### config.mk
export PLATFORM = sky130hd
export DESIGN_NAME = instr_prefetch
export DESIGN_NICKNAME = d
export VERILOG_FILES = /design/src/rtl/cpu_isa_pkg.sv /design/src/rtl/prefetch_fifo.sv /design/src/rtl/instr_prefetch.sv
export SDC_FILE = /design/constraint.sdc
export NUM_CORES = 1
export LEC_CHECK = 0
export ABC_AREA = 1
export ABC_CLOCK_PERIOD_IN_PS = 3900
export BUFFER_PORTS_ARGS = -buffer_cell sky130_fd_sc_hd__buf_2
export CAP_MARGIN = 10
export CORE_UTILIZATION = 35
export DETAILED_ROUTE_END_ITERATION = 8
export HOLD_SLACK_MARGIN = 0.1
export MAX_ROUTING_LAYER = met4
export PLACE_DENSITY = 0.58
export SLEW_MARGIN = 20
export SYNTH_ARGS = -nofsm -noshare
export SYNTH_HDL_FRONTEND = slang
export SYNTH_HIERARCHICAL = 1
export SYNTH_SLANG_ARGS = --single-unit
### constraint.sdc
create_clock -name clock -period 3.9 [get_ports clock]
set_clock_uncertainty 0.1 [all_clocks]
set_input_delay 0.585 -clock clock [delete_from_list [all_inputs] [get_ports clock]]
set_output_delay 0.585 -clock clock [all_outputs]
set_load 0.02 [all_outputs]
### src/rtl/cpu_isa_pkg.sv
// Shared CPU ISA constants and the instruction-prefetch FSM state type.
// Opcode occupies the top OPCODE_W bits of every 16-bit instruction word.
package cpu_isa_pkg;

    localparam int unsigned OPCODE_W = 5;
    localparam int unsigned ISA_DW   = 16;

    localparam logic [OPCODE_W-1:0] OP_NOP  = 5'b00000;
    localparam logic [OPCODE_W-1:0] OP_HALT = 5'b00001;
    localparam logic [OPCODE_W-1:0] OP_BZ   = 5'b00010;
    localparam logic [OPCODE_W-1:0] OP_BR   = 5'b00011;
    localparam logic [OPCODE_W-1:0] OP_LD   = 5'b00100;
    localparam logic [OPCODE_W-1:0] OP_ST   = 5'b00101;
    localparam logic [OPCODE_W-1:0] OP_ADD  = 5'b00110;
    localparam logic [OPCODE_W-1:0] OP_SUB  = 5'b00111;

    localparam logic [ISA_DW-1:0] NOP_WORD = {OP_NOP, 11'b0};

    typedef enum logic [2:0] {
        StIdle,
        StFetch,
        StWait,
        StDiscard,
        StStopped
    } pf_state_e;

endpackage

### src/rtl/prefetch_fifo.sv
// Synchronous FIFO of {addr,data} entries with a registered head (NOP when empty).
// Flush beats push and pop; a push into a full FIFO only lands alongside a pop.
module prefetch_fifo
    import cpu_isa_pkg::*;
#(
    parameter int unsigned DEPTH = 4,
    parameter int unsigned AW    = 8,
    parameter int unsigned DW    = 16
) (
    input  logic             clock,
    input  logic             reset,
    input  logic             push,
    input  logic             pop,
    input  logic             flush,
    input  logic [AW+DW-1:0] wdata,
    output logic             full,
    output logic             empty,
    output logic [AW+DW-1:0] head,
    output logic             head_valid
);

    localparam int unsigned PW = $clog2(DEPTH);
    localparam int unsigned CW = PW + 1;

    logic [AW+DW-1:0] mem_q [DEPTH];
    logic [PW-1:0]    rptr_q, rptr_d, wptr_q, wptr_d;
    logic [CW-1:0]    count_q, count_d, kept;
    logic [AW+DW-1:0] head_q, head_d;
    logic             valid_q, valid_d;
    logic             do_pop, do_push;

    assign full       = (count_q == CW'(DEPTH));
    assign empty      = (count_q == '0);
    assign head       = head_q;
    assign head_valid = valid_q;

    always_comb begin
        do_pop  = pop & ~empty;
        do_push = push & (~full | do_pop);
        kept    = count_q - CW'(do_pop);
        rptr_d  = rptr_q + PW'(do_pop);
        wptr_d  = wptr_q + PW'(do_push);
        count_d = kept + CW'(do_push);
        head_d  = {{AW{1'b0}}, DW'(NOP_WORD)};
        valid_d = 1'b0;
        if (flush) begin
            rptr_d  = '0;
            wptr_d  = '0;
            count_d = '0;
        end else if (count_d != '0) begin
            valid_d = 1'b1;
            // Head is either the only entry being written now, or an older stored entry.
            head_d  = (kept == '0) ? wdata : mem_q[rptr_d];
        end
    end

    always_ff @(posedge clock or posedge reset) begin
        if (reset) begin
            rptr_q  <= '0;
            wptr_q  <= '0;
            count_q <= '0;
            head_q  <= {{AW{1'b0}}, DW'(NOP_WORD)};
            valid_q <= 1'b0;
            for (int i = 0; i < int'(DEPTH); i++) begin
                mem_q[i] <= '0;
            end
        end else begin
            rptr_q  <= rptr_d;
            wptr_q  <= wptr_d;
            count_q <= count_d;
            head_q  <= head_d;
            valid_q <= valid_d;
            if (do_push && !flush) begin
                mem_q[wptr_q] <= wdata;
            end
        end
    end

endmodule

### src/rtl/instr_prefetch.sv
// Instruction prefetch front end: req/ack memory fetch into a small FIFO feeding the CPU.
// Define PREFETCH_HALT_STOP_EN to stop fetching after a HALT word is pushed.
module instr_prefetch
    import cpu_isa_pkg::*;
#(
    parameter int unsigned DEPTH = 4,
    parameter int unsigned AW    = 8,
    parameter int unsigned DW    = 16
) (
    input  logic          clock,
    input  logic          reset,
    input  logic          enable,
    input  logic          start,
    input  logic          cpu_consume,
    input  logic          cpu_redirect,
    input  logic [AW-1:0] redirect_pc,
    output logic [DW-1:0] i_datain,
    output logic [AW-1:0] i_addr,
    output logic          i_valid,
    output logic          m_req,
    output logic [AW-1:0] m_addr,
    input  logic [DW-1:0] m_rdata,
    input  logic          m_ack
);

    pf_state_e     state_q, state_d;
    logic [AW-1:0] fptr_q, fptr_d;
    logic [AW-1:0] redir_q, redir_d;
    logic [AW-1:0] m_addr_q, m_addr_d;
    logic          m_req_q, m_req_d;

    logic             push, pop, flush, full, empty, issue;
    logic [AW+DW-1:0] head;

    assign m_req  = m_req_q;
    assign m_addr = m_addr_q;

    prefetch_fifo #(
        .DEPTH(DEPTH),
        .AW   (AW),
        .DW   (DW)
    ) u_fifo (
        .clock     (clock),
        .reset     (reset),
        .push      (push),
        .pop       (pop),
        .flush     (flush),
        .wdata     ({fptr_q, m_rdata}),
        .full      (full),
        .empty     (empty),
        .head      (head),
        .head_valid(i_valid)
    );

    assign i_addr   = head[AW+DW-1:DW];
    assign i_datain = head[DW-1:0];

    always_comb begin
        state_d  = state_q;
        fptr_d   = fptr_q;
        redir_d  = redir_q;
        m_req_d  = m_req_q;
        m_addr_d = m_addr_q;
        push     = 1'b0;
        flush    = 1'b0;
        pop      = cpu_consume & ~cpu_redirect & ~empty;
        // A consume this cycle frees the slot the new request will eventually fill.
        issue    = enable & (~full | cpu_consume);

        unique case (state_q)
            StIdle: begin
                if (cpu_redirect) begin
                    flush   = 1'b1;
                    fptr_d  = redirect_pc;
                    state_d = StFetch;
                end else if (start) begin
                    fptr_d = '0;
                    if (issue) begin
                        m_req_d  = 1'b1;
                        m_addr_d = '0;
                        state_d  = StWait;
                    end else begin
                        state_d = StFetch;
                    end
                end
            end
            StFetch: begin
                if (cpu_redirect) begin
                    flush  = 1'b1;
                    fptr_d = redirect_pc;
                end else if (issue) begin
                    m_req_d  = 1'b1;
                    m_addr_d = fptr_q;
                    state_d  = StWait;
                end
            end
            StWait: begin
                if (m_ack) begin
                    m_req_d = 1'b0;
                    if (cpu_redirect) begin
                        flush   = 1'b1;
                        fptr_d  = redirect_pc;
                        state_d = StFetch;
                    end else begin
                        push    = 1'b1;
                        fptr_d  = fptr_q + 1'b1;
                        state_d = StFetch;
`ifdef PREFETCH_HALT_STOP_EN
                        if (m_rdata[DW-1 -: OPCODE_W] == OP_HALT) begin
                            state_d = StStopped;
                        end
`endif
                    end
                end else if (cpu_redirect) begin
                    flush   = 1'b1;
                    redir_d = redirect_pc;
                    state_d = StDiscard;
                end
            end
            StDiscard: begin
                if (cpu_redirect) begin
                    flush   = 1'b1;
                    redir_d = redirect_pc;
                end
                if (m_ack) begin
                    m_req_d = 1'b0;
                    fptr_d  = cpu_redirect ? redirect_pc : redir_q;
                    state_d = StFetch;
                end
            end
            StStopped: begin
                if (cpu_redirect) begin
                    flush   = 1'b1;
                    fptr_d  = redirect_pc;
                    state_d = StFetch;
                end
            end
            default: state_d = StIdle;
        endcase
    end

    always_ff @(posedge clock or posedge reset) begin
        if (reset) begin
            state_q  <= StIdle;
            fptr_q   <= '0;
            redir_q  <= '0;
            m_req_q  <= 1'b0;
            m_addr_q <= '0;
        end else begin
            state_q  <= state_d;
            fptr_q   <= fptr_d;
            redir_q  <= redir_d;
            m_req_q  <= m_req_d;
            m_addr_q <= m_addr_d;
        end
    end

endmodule

After elaboration in Yosys (flattened, before gate mapping)
Cells that the tools add are included.
Widths: inputs -> output; s select.
{"block": "op_classes", "addsub": 5, "magnitude_cmp": 3, "eq_ne": 18, "n_mux": 51, "bitwise": 12, "n_reduce_logical": 19}
{"cell": "$mux 24", "count": 6}
{"cell": "$mux 8", "count": 13}
{"cell": "$bwmux 96", "count": 1}
{"cell": "$bmux 24 s2", "count": 1}
{"cell": "$demux 24 s2", "count": 1}
{"cell": "$pmux 8 s2", "count": 2}
{"cell": "$pmux 8 s4", "count": 1}
{"cell": "$mux 3", "count": 9}
{"cell": "$ne 2x2->1 const B", "count": 9}
{"cell": "$pmux 3 s5", "count": 1}
{"cell": "$mux 1", "count": 12}
{"cell": "$reduce_and 6->1", "count": 2}
{"cell": "$reduce_and 5->1", "count": 2}
{"cell": "$logic_not 3->1", "count": 3}
{"cell": "$add 8x1->8 const B", "count": 1}
{"cell": "$eq 3x2->1 const B", "count": 2}
{"cell": "$eq 3x3->1 const B", "count": 2}
{"cell": "$ge 3x3->1 const B", "count": 2}
{"cell": "$mux 2", "count": 3}
{"cell": "$ne 3x3->1 const B", "count": 2}
{"cell": "$not 2->3", "count": 2}
{"cell": "$reduce_bool 3->1", "count": 2}
{"cell": "$and 1x1->1", "count": 5}
{"cell": "$reduce_or 5->1", "count": 1}
{"cell": "other kinds (15)", "count": 23}
{"block": "word_totals", "reg_bits": 156, "output_inout_bits": 34, "wordCells": 122}

Longest topological paths before layout
Gate-level depths: netlist of the first run.
{"block": "depth", "ltp_word": 12, "ltp_mapped": 16, "ltp_nobuf": 14}

Cells and area by module
Netlist of the first run, hierarchy kept.
{"mod": "prefetch_fifo", "n_inst": 1, "cells_per_inst": 859, "area_each_um2": 6309.8, "seq_area_each_um2": 3203.1}
{"mod": "instr_prefetch", "n_inst": 1, "cells_per_inst": 229, "area_each_um2": 1600.3, "seq_area_each_um2": 675.6}

Least setup slack after synthesis of the first run
OpenSTA, ideal clock, no wires.
{"block": "synth_timing", "path_kind": "input to register", "startpoint": "in cpu_redirect", "endpoint": "reg u_fifo.head_q[19] (netlist: u_fifo/head[19])", "arrival_time_ns": 2.479, "required_time_ns": 3.679, "path_slack_ns": 1.200, "cell_stages": 14, "path_buffers": 3, "cell_sequence": "buf_2 -> buf_2 -> nor3_1 -> inv_1 -> nor2_1 -> ha_1 -> inv_1 -> ha_1 -> ha_1 -> nor2_1 -> nand3_2 -> nand2_2 -> buf_2 -> nor2_1"}
{"block": "synth_via", "elab_chain_len": 12, "word_cells_on_any_way": 23, "cone_classes": "add/sub: 3; mux: 11; bitwise: 7; reduce/logical: 2"}
{"element": "start, declared", "line_no": "instr_prefetch.sv:15", "text": "input logic cpu_redirect,"}
{"element": "$not 1->1 (*)", "line_no": "instr_prefetch.sv:66", "text": "pop = cpu_consume & ~cpu_redirect & ~empty;"}
{"element": "$and 1x1->1 (*) (2 in series)", "line_no": "instr_prefetch.sv:66"}
{"element": "net pop", "line_no": "instr_prefetch.sv:32", "text": "logic push, pop, flush, full, empty, issue;"}
{"element": "$and 1x1->1 (*)", "line_no": "prefetch_fifo.sv:38", "text": "do_pop = pop & ~empty;"}
{"element": "parallel branches: the longest is 6 deep, another holds $sub 3x1->3"}
{"element": "$mux 24 (*)", "line_no": "prefetch_fifo.sv:50", "text": "end else if (count_d != '0) begin"}
{"element": "$mux 24 (*)", "line_no": "prefetch_fifo.sv:46", "text": "if (flush) begin"}
{"element": "net u_fifo.head_d[19]", "line_no": "prefetch_fifo.sv:28", "text": "logic [AW+DW-1:0] head_q, head_d;"}
{"element": "end signal, assigned", "line_no": "prefetch_fifo.sv:62", "text": "head_q <= {{AW{1'b0}}, DW'(NOP_WORD)};"}
{"element": "end, declared", "line_no": "prefetch_fifo.sv:28"}
Mark *: on every way through the listed nets, which the timed path passes. The select of a mux whose other input is x is not followed.
A chain may end at the register's enable or synchronous reset.

Worst setup path in the final report of the first run
{"block": "layout_timing", "startpoint": "reg u_fifo.count_q[1]", "endpoint": "reg u_fifo.head_q[23] (netlist: u_fifo/head[23])"}
{"block": "layout_via", "elab_chain_len": 12, "word_cells_on_any_way": 20, "cone_classes": "add/sub: 3; eq/ne: 1; mux: 6; bitwise: 7; reduce/logical: 3"}
{"element": "start, declared", "line_no": "prefetch_fifo.sv:27", "text": "logic [CW-1:0] count_q, count_d, kept;"}
{"element": "start signal, assigned", "line_no": "prefetch_fifo.sv:70", "text": "count_q <= count_d;"}
{"element": "$logic_not 3->1 (*)", "line_no": "prefetch_fifo.sv:33", "text": "assign empty = (count_q == '0);"}
{"element": "net empty", "line_no": "instr_prefetch.sv:32"}
{"element": "$not 1->1 (*)", "line_no": "instr_prefetch.sv:66"}
{"element": "$and 1x1->1 (*)", "line_no": "instr_prefetch.sv:66"}
{"element": "net pop", "line_no": "instr_prefetch.sv:32"}
{"element": "$and 1x1->1 (*)", "line_no": "prefetch_fifo.sv:38"}
{"element": "parallel branches: the longest is 6 deep, another holds $sub 3x1->3"}
{"element": "$mux 24 (*)", "line_no": "prefetch_fifo.sv:50"}
{"element": "$mux 24 (*)", "line_no": "prefetch_fifo.sv:46"}
{"element": "net u_fifo.head_d[23]", "line_no": "prefetch_fifo.sv:28"}
Marked as above.

==> summary.md, run 1 <==
| Metric | Value |
|---|---|
| DP Wirelength | ~12,000 um |
| Seq/Total Area, Yosys | ~49% |
| Worst path top cell family by delay | simple AND/OR/NAND/NOR gates |
| # IOs | 65 |
| Clock root buffer | clkbuf_16 |
| Number of global-route vias before repair | roughly 6k |
| Drt via density | approximately 4.5 |
| Slew headroom | 47.80% |
| Die ar. | about 0.023 mm2 |
| Initial core utilization | between 30% and 40% |
| Vias | 6,376 |
| Fin Setup TNS | 0 ns |
| Worst EP required | between 4 and 5 ns |
| Max-Cap Viols | 0 |
| FP Rows | 54 |
| Worst-Margin Slew | between 0.7 and 0.8 ns |
| Area grow syn2layout | 13.81% |
| Cells after DPL | about 1.4k |
| Worst setup EP type | flop |
| Startpoint Class | flop |
| Die width | around 150 um |
| Skew-Pair Late Insertion Delay | 0.43 ns |
| Crit path DAT | between 3 and 4 ns |
| Synth Warn # | 6 |
| Post-Synthesis Cells | between 1k and 1.5k |
| First-pass GRT wire length | about 32,000 um |
| Fmax achieved | 321.3 MHz |
| Seq cells post-synth | 155 |
| Mapped Nets | 1,126 |
| Final WL | ~18,000 um |
| TritonRoute pass-1 iters | 7 |
| Post-CTS resize count | 0 |
| Post-CTS Repair Setup Buffers | 0 |
| Reg clk slew, reported paths | about 0.070 ns |
| Hold WC Path Type | input port to async pin |
| Mapped Area | 0.007910 mm2 |
| CP max FO | 25 |
| DR WL/cell | about 13 um |
| ANT cells | 0 |
| Syn avg cell area | 7.270 um2 |
| Final worst path period share | about four fifths |
| Setup CP Type | flop to flop |
| IO Port Bufs | 64 |
| Gr usage total | between 15 and 20% |
| Final min period | just over 3 ns |
| Max stage delay on crit path | ~0.50 ns |
| Nets@finish | 1,176 |
| Die Y | 152.3 um |
| Hold Violations, Final | 0 |
| Num Clock Sinks | ~160 |
| Grt ovf | 0 |
| Detail Route Antenna Nets | 0 |
| Initial antenna violation count | 0 |
| Clk buf depth | 2 |
| 1st-iter DRT viols | slightly below 500 |
| Failing checks | DRC |
| RSZ-0062 raised after global routing | false |
| Crit path cell chain | nor3_1 > nor3_1 > inv_1 > nor2_1 > ha_1 > inv_1 > ha_1 > ha_1 > nor2_1 > nand3_2 > nand2_2 > nor2_1 |
| Buffers and inverters on the worst path | 2 |
| Status | finished with violations |
| Setup Viol. Count Final | 0 |
| TritonCTS Buffers | 17 |
| Post-synthesis cell type count | 34 |
| Post-CTS Hold Fix Bufs | 0 |
| Slowest cell on the critical path | nand2_2 |
| Fraction of layout cells with a size suffix above 1 | 12.42% |
| CTS tree | yes |
| Final Slew Violations | 0 |
| H-tree depth | 4 |
| Detailed-route DRC error count | 5 |
| Final cell count without fillers | around 1.4k |
| Pwr per Cell Area | about 540 mW/mm2 |
| VDD IR-drop max | 299.5 uV |
| Core ar. | around 0.022 mm2 |
| LEAKAGE | 0.004703 uW |
| Maximum number of pins on one net before global-route repair | 100 |
| Hold_ws | about 0.14 ns |
| GP Congestion | about 0.84 |
## synthesized netlist by cell type
| master | instances | area share, % |
|---|---|---|
| nand2_1 | 477 | 23 |
| inv_1 | 162 | 7.7 |
| dfrtp_1 | 155 | 49 |
| o21ai_0 | 63 | 4.0 |
| o21ai_1 | 60 | 3.8 |
| nor2_1 | 40 | 1.9 |
| buf_2 | 21 | 1.3 |
| nand3_1 | 17 | 1.1 |
| inv_2 | 11 | 0.52 |
| buf_4 | 10 | 0.95 |
| buf_6 | 9 | 1.3 |
| clkbuf_1 | 9 | 0.43 |
| nor2_2 | 8 | 0.63 |
| a21oi_1 | 7 | 0.44 |
| ha_1 | 7 | 1.1 |
| nand4_1 | 5 | 0.40 |
| nor3_1 | 5 | 0.32 |
| nand2_2 | 3 | 0.24 |
| nand3_2 | 3 | 0.38 |
| a22oi_1 | 2 | 0.19 |
| a211oi_1 | 1 | 0.095 |
| a21boi_1 | 1 | 0.095 |
| a21boi_2 | 1 | 0.14 |
| and3_1 | 1 | 0.079 |
| clkinv_1 | 1 | 0.047 |
| nand2_4 | 1 | 0.14 |
| nor2_4 | 1 | 0.14 |
| nor2_8 | 1 | 0.25 |
| o2111ai_1 | 1 | 0.11 |
| o2111ai_2 | 1 | 0.19 |
| o211ai_1 | 1 | 0.095 |
| o21bai_1 | 1 | 0.095 |
| o22ai_1 | 1 | 0.079 |
| xnor2_1 | 1 | 0.11 |
## worst reg2reg max path, cell delays in order, from the launching register on
cell,delay (ns)
dfrtp_1,0.41
nor3_1,0.37
nor3_1,0.13
inv_1,0.11
nor2_1,0.08
ha_1,0.33
inv_1,0.05
ha_1,0.19
ha_1,0.31
nor2_1,0.16
nand3_2,0.09
nand2_2,0.50
nor2_1,0.13
## worst paths after layout
path | from | endpoint | slack, ns | depth (start not counted)
worst min-delay path | reset | fptr_q[7] | 0.14 | 2
worst max-delay path | u_fifo/count_q[1] | u_fifo/head[23] | 0.79 | 12
worst max register to register | u_fifo/count_q[1] | u_fifo/head[23] | 0.79 | 12
max in group asynchronous | reset | u_fifo/mem_q[39] | 2.60 | 3
worst min register to register | u_fifo/mem_q[48] | u_fifo/mem_q[48] | 0.38 | 2
min in group clock | redirect_pc[6] | redir_q[6] | 0.34 | 3
## cell type report
class | instances | area, um2
fill | 2280 | 12960
timing repair buffer | 80 | 478.0
tap | 280 | 350.3
clock inverter | 13 | 132.6
sequential | 155 | 3879
multi-input combinational | 710 | 3063
clock buffer | 19 | 442.9
inverter | 174 | 656.9
## per-layer routing
metal / routed length [um] / vias up / global-route usage, % / part of all wire, %
met1: 9234 / 2874 / 24.05 / 50
met5: 0 / - / - / 0
met4: 265 / 0 / 6.171 / 1.4
li1: - / 3379 / - / -
met3: 733 / 19 / 2.759 / 4.0
met2: 8252 / 104 / 27.19 / 45
## flip-flops by register name, indices dropped and copies added (netlist names)
name               count
m_addr                 8
state_q                2
u_fifo/head_valid      1
u_fifo/count_q         3
u_fifo/rptr_q          2
fptr_q                 8
u_fifo/mem_q          96
u_fifo/head           24
redir_q                8
m_req                  1
u_fifo/wptr_q          2
## metrics by stage
step                util [%]  instance area [um2]  setup slack, ns  power [uW]
finish                 41.00                 9002           0.7879        4874
CTS                    41.00                 9002           0.8151        4931
floorplan                  -                 7914            1.200        2982
global route           41.00                 9002           0.5595        5245
detailed placement     38.38                 8427           0.7300        3282
global placement       38.38                 8427           0.7627        3267
## power breakdown
part           internal [uW]  switching (uW)  leakage, uW
clock network            910             711     0.000274
registers               1870             197      0.00210
logic                    418             770      0.00232
total                   3200            1680      0.00470
## cell usage in the layout, fill, tap and decap left out, drive strengths merged
| master | Yosys | final |
|---|---|---|
| ha | 7 | 7 |
| o211ai | 1 | 1 |
| a22oi | 2 | 2 |
| and3 | 1 | 1 |
| inv | 173 | 177 |
| buf | 40 | 80 |
| nand4 | 5 | 5 |
| bufinv | 0 | 1 |
| nand3 | 20 | 20 |
| a21oi | 7 | 7 |
| clkbuf | 9 | 19 |
| o22ai | 1 | 1 |
| clkinvlp | 0 | 4 |
| clkinv | 1 | 5 |
| dfrtp | 155 | 155 |
| xnor2 | 1 | 1 |
| o2111ai | 2 | 2 |
| nand2 | 481 | 481 |
| a211oi | 1 | 1 |
| nor3 | 5 | 5 |
| o21bai | 1 | 1 |
| nor2 | 50 | 50 |
| o21ai | 123 | 123 |
| a21boi | 2 | 2 |
## logic make-up after synthesis
kind of cell             count (synthesis)  share of synthesized area (%)
flip-flops                             155                          49.04
AND/OR/NAND/NOR                        562                          28.19
XOR/XNOR                                 1                         0.1107
AO/OA/AOI/OAI                          140                          9.317
buffers and inverters                  223                          12.24
adder cells (fa/ha/maj)                  7                          1.107
Note: power is estimated with default switching activity, not from simulation.
==> run 2: changes to the inputs <==
--- a/config.mk
+++ b/config.mk
@@ -6,14 +6,14 @@
 export NUM_CORES = 1
 export LEC_CHECK = 0
 export ABC_AREA = 1
-export ABC_CLOCK_PERIOD_IN_PS = 3900
+export ABC_CLOCK_PERIOD_IN_PS = 3300
 export BUFFER_PORTS_ARGS = -buffer_cell sky130_fd_sc_hd__buf_2
 export CAP_MARGIN = 10
 export CORE_UTILIZATION = 35
 export DETAILED_ROUTE_END_ITERATION = 8
 export HOLD_SLACK_MARGIN = 0.1
 export MAX_ROUTING_LAYER = met4
-export PLACE_DENSITY = 0.58
+export PLACE_DENSITY = 0.56
 export SLEW_MARGIN = 20
 export SYNTH_ARGS = -nofsm -noshare
 export SYNTH_HDL_FRONTEND = slang
==> constraint.sdc (replaced) <==
create_clock -name clock -period 3.3 [get_ports clock]
set_clock_uncertainty 0.1 [all_clocks]
set_input_delay 0.495 -clock clock [delete_from_list [all_inputs] [get_ports clock]]
set_output_delay 0.495 -clock clock [all_outputs]
set_load 0.02 [all_outputs]
==> summary.md, run 2 (synthesized netlist as in run 1, its figures left out) <==
| Metric | Value |
|---|---|
| Status | finished with violations |
| Failing checks | DRC |
| Worst setup EP type | flop |
| First-pass GRT wire length | 32,160 um |
| Num Clock Sinks | around 160 |
| Slew headroom | a little under half |
| DP Wirelength | 11,440 um |
| H-tree depth | 4 |
| Die Y | 152.3 um |
| CTS tree | yes |
| TritonCTS Buffers | 17 |
| Area grow syn2layout | 13.56% |
| Clock share of power | around 33% |
| VDD IR-drop max | around 350 uV |
| Final min period | ~2.8 ns |
| Post-CTS Hold Fix Bufs | 0 |
| Gr usage total | between 10% and 20% |
| IO Port Bufs | 64 |
| CP max FO | 15 |
| Post-CTS resize count | 0 |
| Fmax achieved | around 360 MHz |
| Reg clk slew, reported paths | approximately 0.07 ns |
| Sw frac | between 30 and 40% |
| FP Rows | 54 |
| Vias | around 6.4k |
| Skew-Pair Late Insertion Delay | between 0.4 and 0.5 ns |
| Combinational Power Share | 24.5% |
| Number of global-route vias before repair | 6,288 |
| Max FFs per register | 96 |
| # IOs | 65 |
| Cells after DPL | 1,397 |
| Post-CTS Repair Setup Buffers | 0 |
| Fraction of layout cells with a size suffix above 1 | between 10% and 20% |
| Worst-Margin Slew | between 0.8 and 0.9 ns |
| Fin Setup TNS | 0 ns |
| Setup Viol. Count Final | 0 |
| Clk buf depth | 2 |
| Final worst path period share | between 80% and 90% |
| Die width | about 150 um |
| GP Congestion | roughly 0.80 |
| Flop pwr share | approximately 42% |
| DR WL/cell | around 13 um |
| RSZ-0062 raised after global routing | false |
| Startpoint Class | flop |
| Leading cell type in the layout, fill and taps excluded | nand2_1 |
| Maximum number of pins on one net before global-route repair | 69 |
| Most frequent cells in the layout | nand2_1 (477), inv_1 (160), dfrtp_1 (155), buf_2 (64), o21ai_0 (63) |
| Hold Violations, Final | 0 |
| LEAKAGE | ~0.0047 uW |
| Worst EP required | approximately 3.5 ns |
| Drt via density | roughly 4.5 |
| Initial antenna violation count | 0 |
| Detail Route Antenna Nets | 0 |
| 1st-iter DRT viols | around 380 |
| Final WL | 18,660 um |
| Initial core utilization | roughly 36% |
| Core ar. | about 0.022 mm2 |
| Die ar. | approximately 0.023 mm2 |
| Hold WC Path Type | input port to async pin |
| Setup CP Type | flop to flop |
| Hold_ws | around 0.054 ns |
| Final Slew Violations | 0 |
| Final Worst Setup Slack | 0.4833 ns |
| Grt ovf | 0 |
| Pint | between 3000 and 4000 uW |
| Largest Register | u_fifo/mem_q |
| Nets@finish | 1,174 |
| Final cell count without fillers | between 1k and 1.5k |
| NetSw | 1964 uW |
| Pwr per Cell Area | between 600 and 700 mW/mm2 |
| Detailed-route DRC error count | 4 |
| Clock root buffer | clkbuf_16 |
| ANT cells | 0 |
| Max-Cap Viols | 0 |
| Crit path DAT | between 3 and 4 ns |
| Pre-CTS setup slack | between 0.4 and 0.5 ns |
| TritonRoute pass-1 iters | 9 |
| Final Core Density | approximately 41% |
run 2: through the flow:
step | area, um2 | power, uW
4_1_cts | 8982 | 5820
6_report | 8982 | 5755
3_5_place_dp | 8412 | 3885
5_1_grt | 8982 | 6189
2_1_floorplan | 7914 | 3524
3_3_place_gp | 8412 | 3873
run 2: layout make-up:
type,count,area (um2)
Multi-Input combinational cell,710,3063
Tap cell,280,350.3
Inverter,174,656.9
Clock inverter,11,110.1
Timing Repair Buffer,78,462.9
Clock buffer,21,460.4
Fill cell,2280,12980
Sequential cell,155,3879
run 2: power groups by stage:
| stage | clock network, uW | logic, uW | registers (uW) |
|---|---|---|---|
| CTS | 1960 | 1430 | 2430 |
| global route | 2050 | 1670 | 2480 |
| detailed placement | 0 | 1420 | 2460 |
| global placement | 0 | 1410 | 2460 |
| finish | 1910 | 1410 | 2430 |
| floorplan | 0 | 1050 | 2470 |
run 2: path summary, 6_finish.rpt:
| kind | start | depth (start not counted) | endpoint | slack, ns |
|---|---|---|---|---|
| max in group asynchronous | reset | 3 | u_fifo/mem_q[88] | 2.14 |
| worst max-delay path | u_fifo/count_q[1] | 13 | u_fifo/head[7] | 0.48 |
| min in group clock | redirect_pc[7] | 3 | redir_q[7] | 0.27 |
| worst min-delay path | reset | 2 | fptr_q[7] | 0.05 |
| worst min register to register | u_fifo/mem_q[63] | 2 | u_fifo/mem_q[63] | 0.38 |
| worst max register to register | u_fifo/count_q[1] | 13 | u_fifo/head[7] | 0.48 |
run 2: worst max-delay path, cell delays in order, from the launching register on:
cell	delay [ns]
dfrtp_1	0.41
nor3_1	0.28
nor3_1	0.09
inv_1	0.10
nor2_1	0.08
ha_1	0.32
inv_1	0.05
ha_1	0.19
ha_1	0.31
nor2_1	0.14
nand3_2	0.09
nand2_2	0.28
buf_12	0.20
nor2_1	0.06
run 2: per-layer routing:
| metal | up-vias | wire length [um] | track usage, % |
|---|---|---|---|
| met3 | 23 | 632 | 3.356 |
| met2 | 111 | 8732 | 27.91 |
| li1 | 3367 | - | - |
| met1 | 2932 | 8994 | 23.39 |
| met5 | - | 0 | - |
| met4 | 0 | 306 | 5.637 |
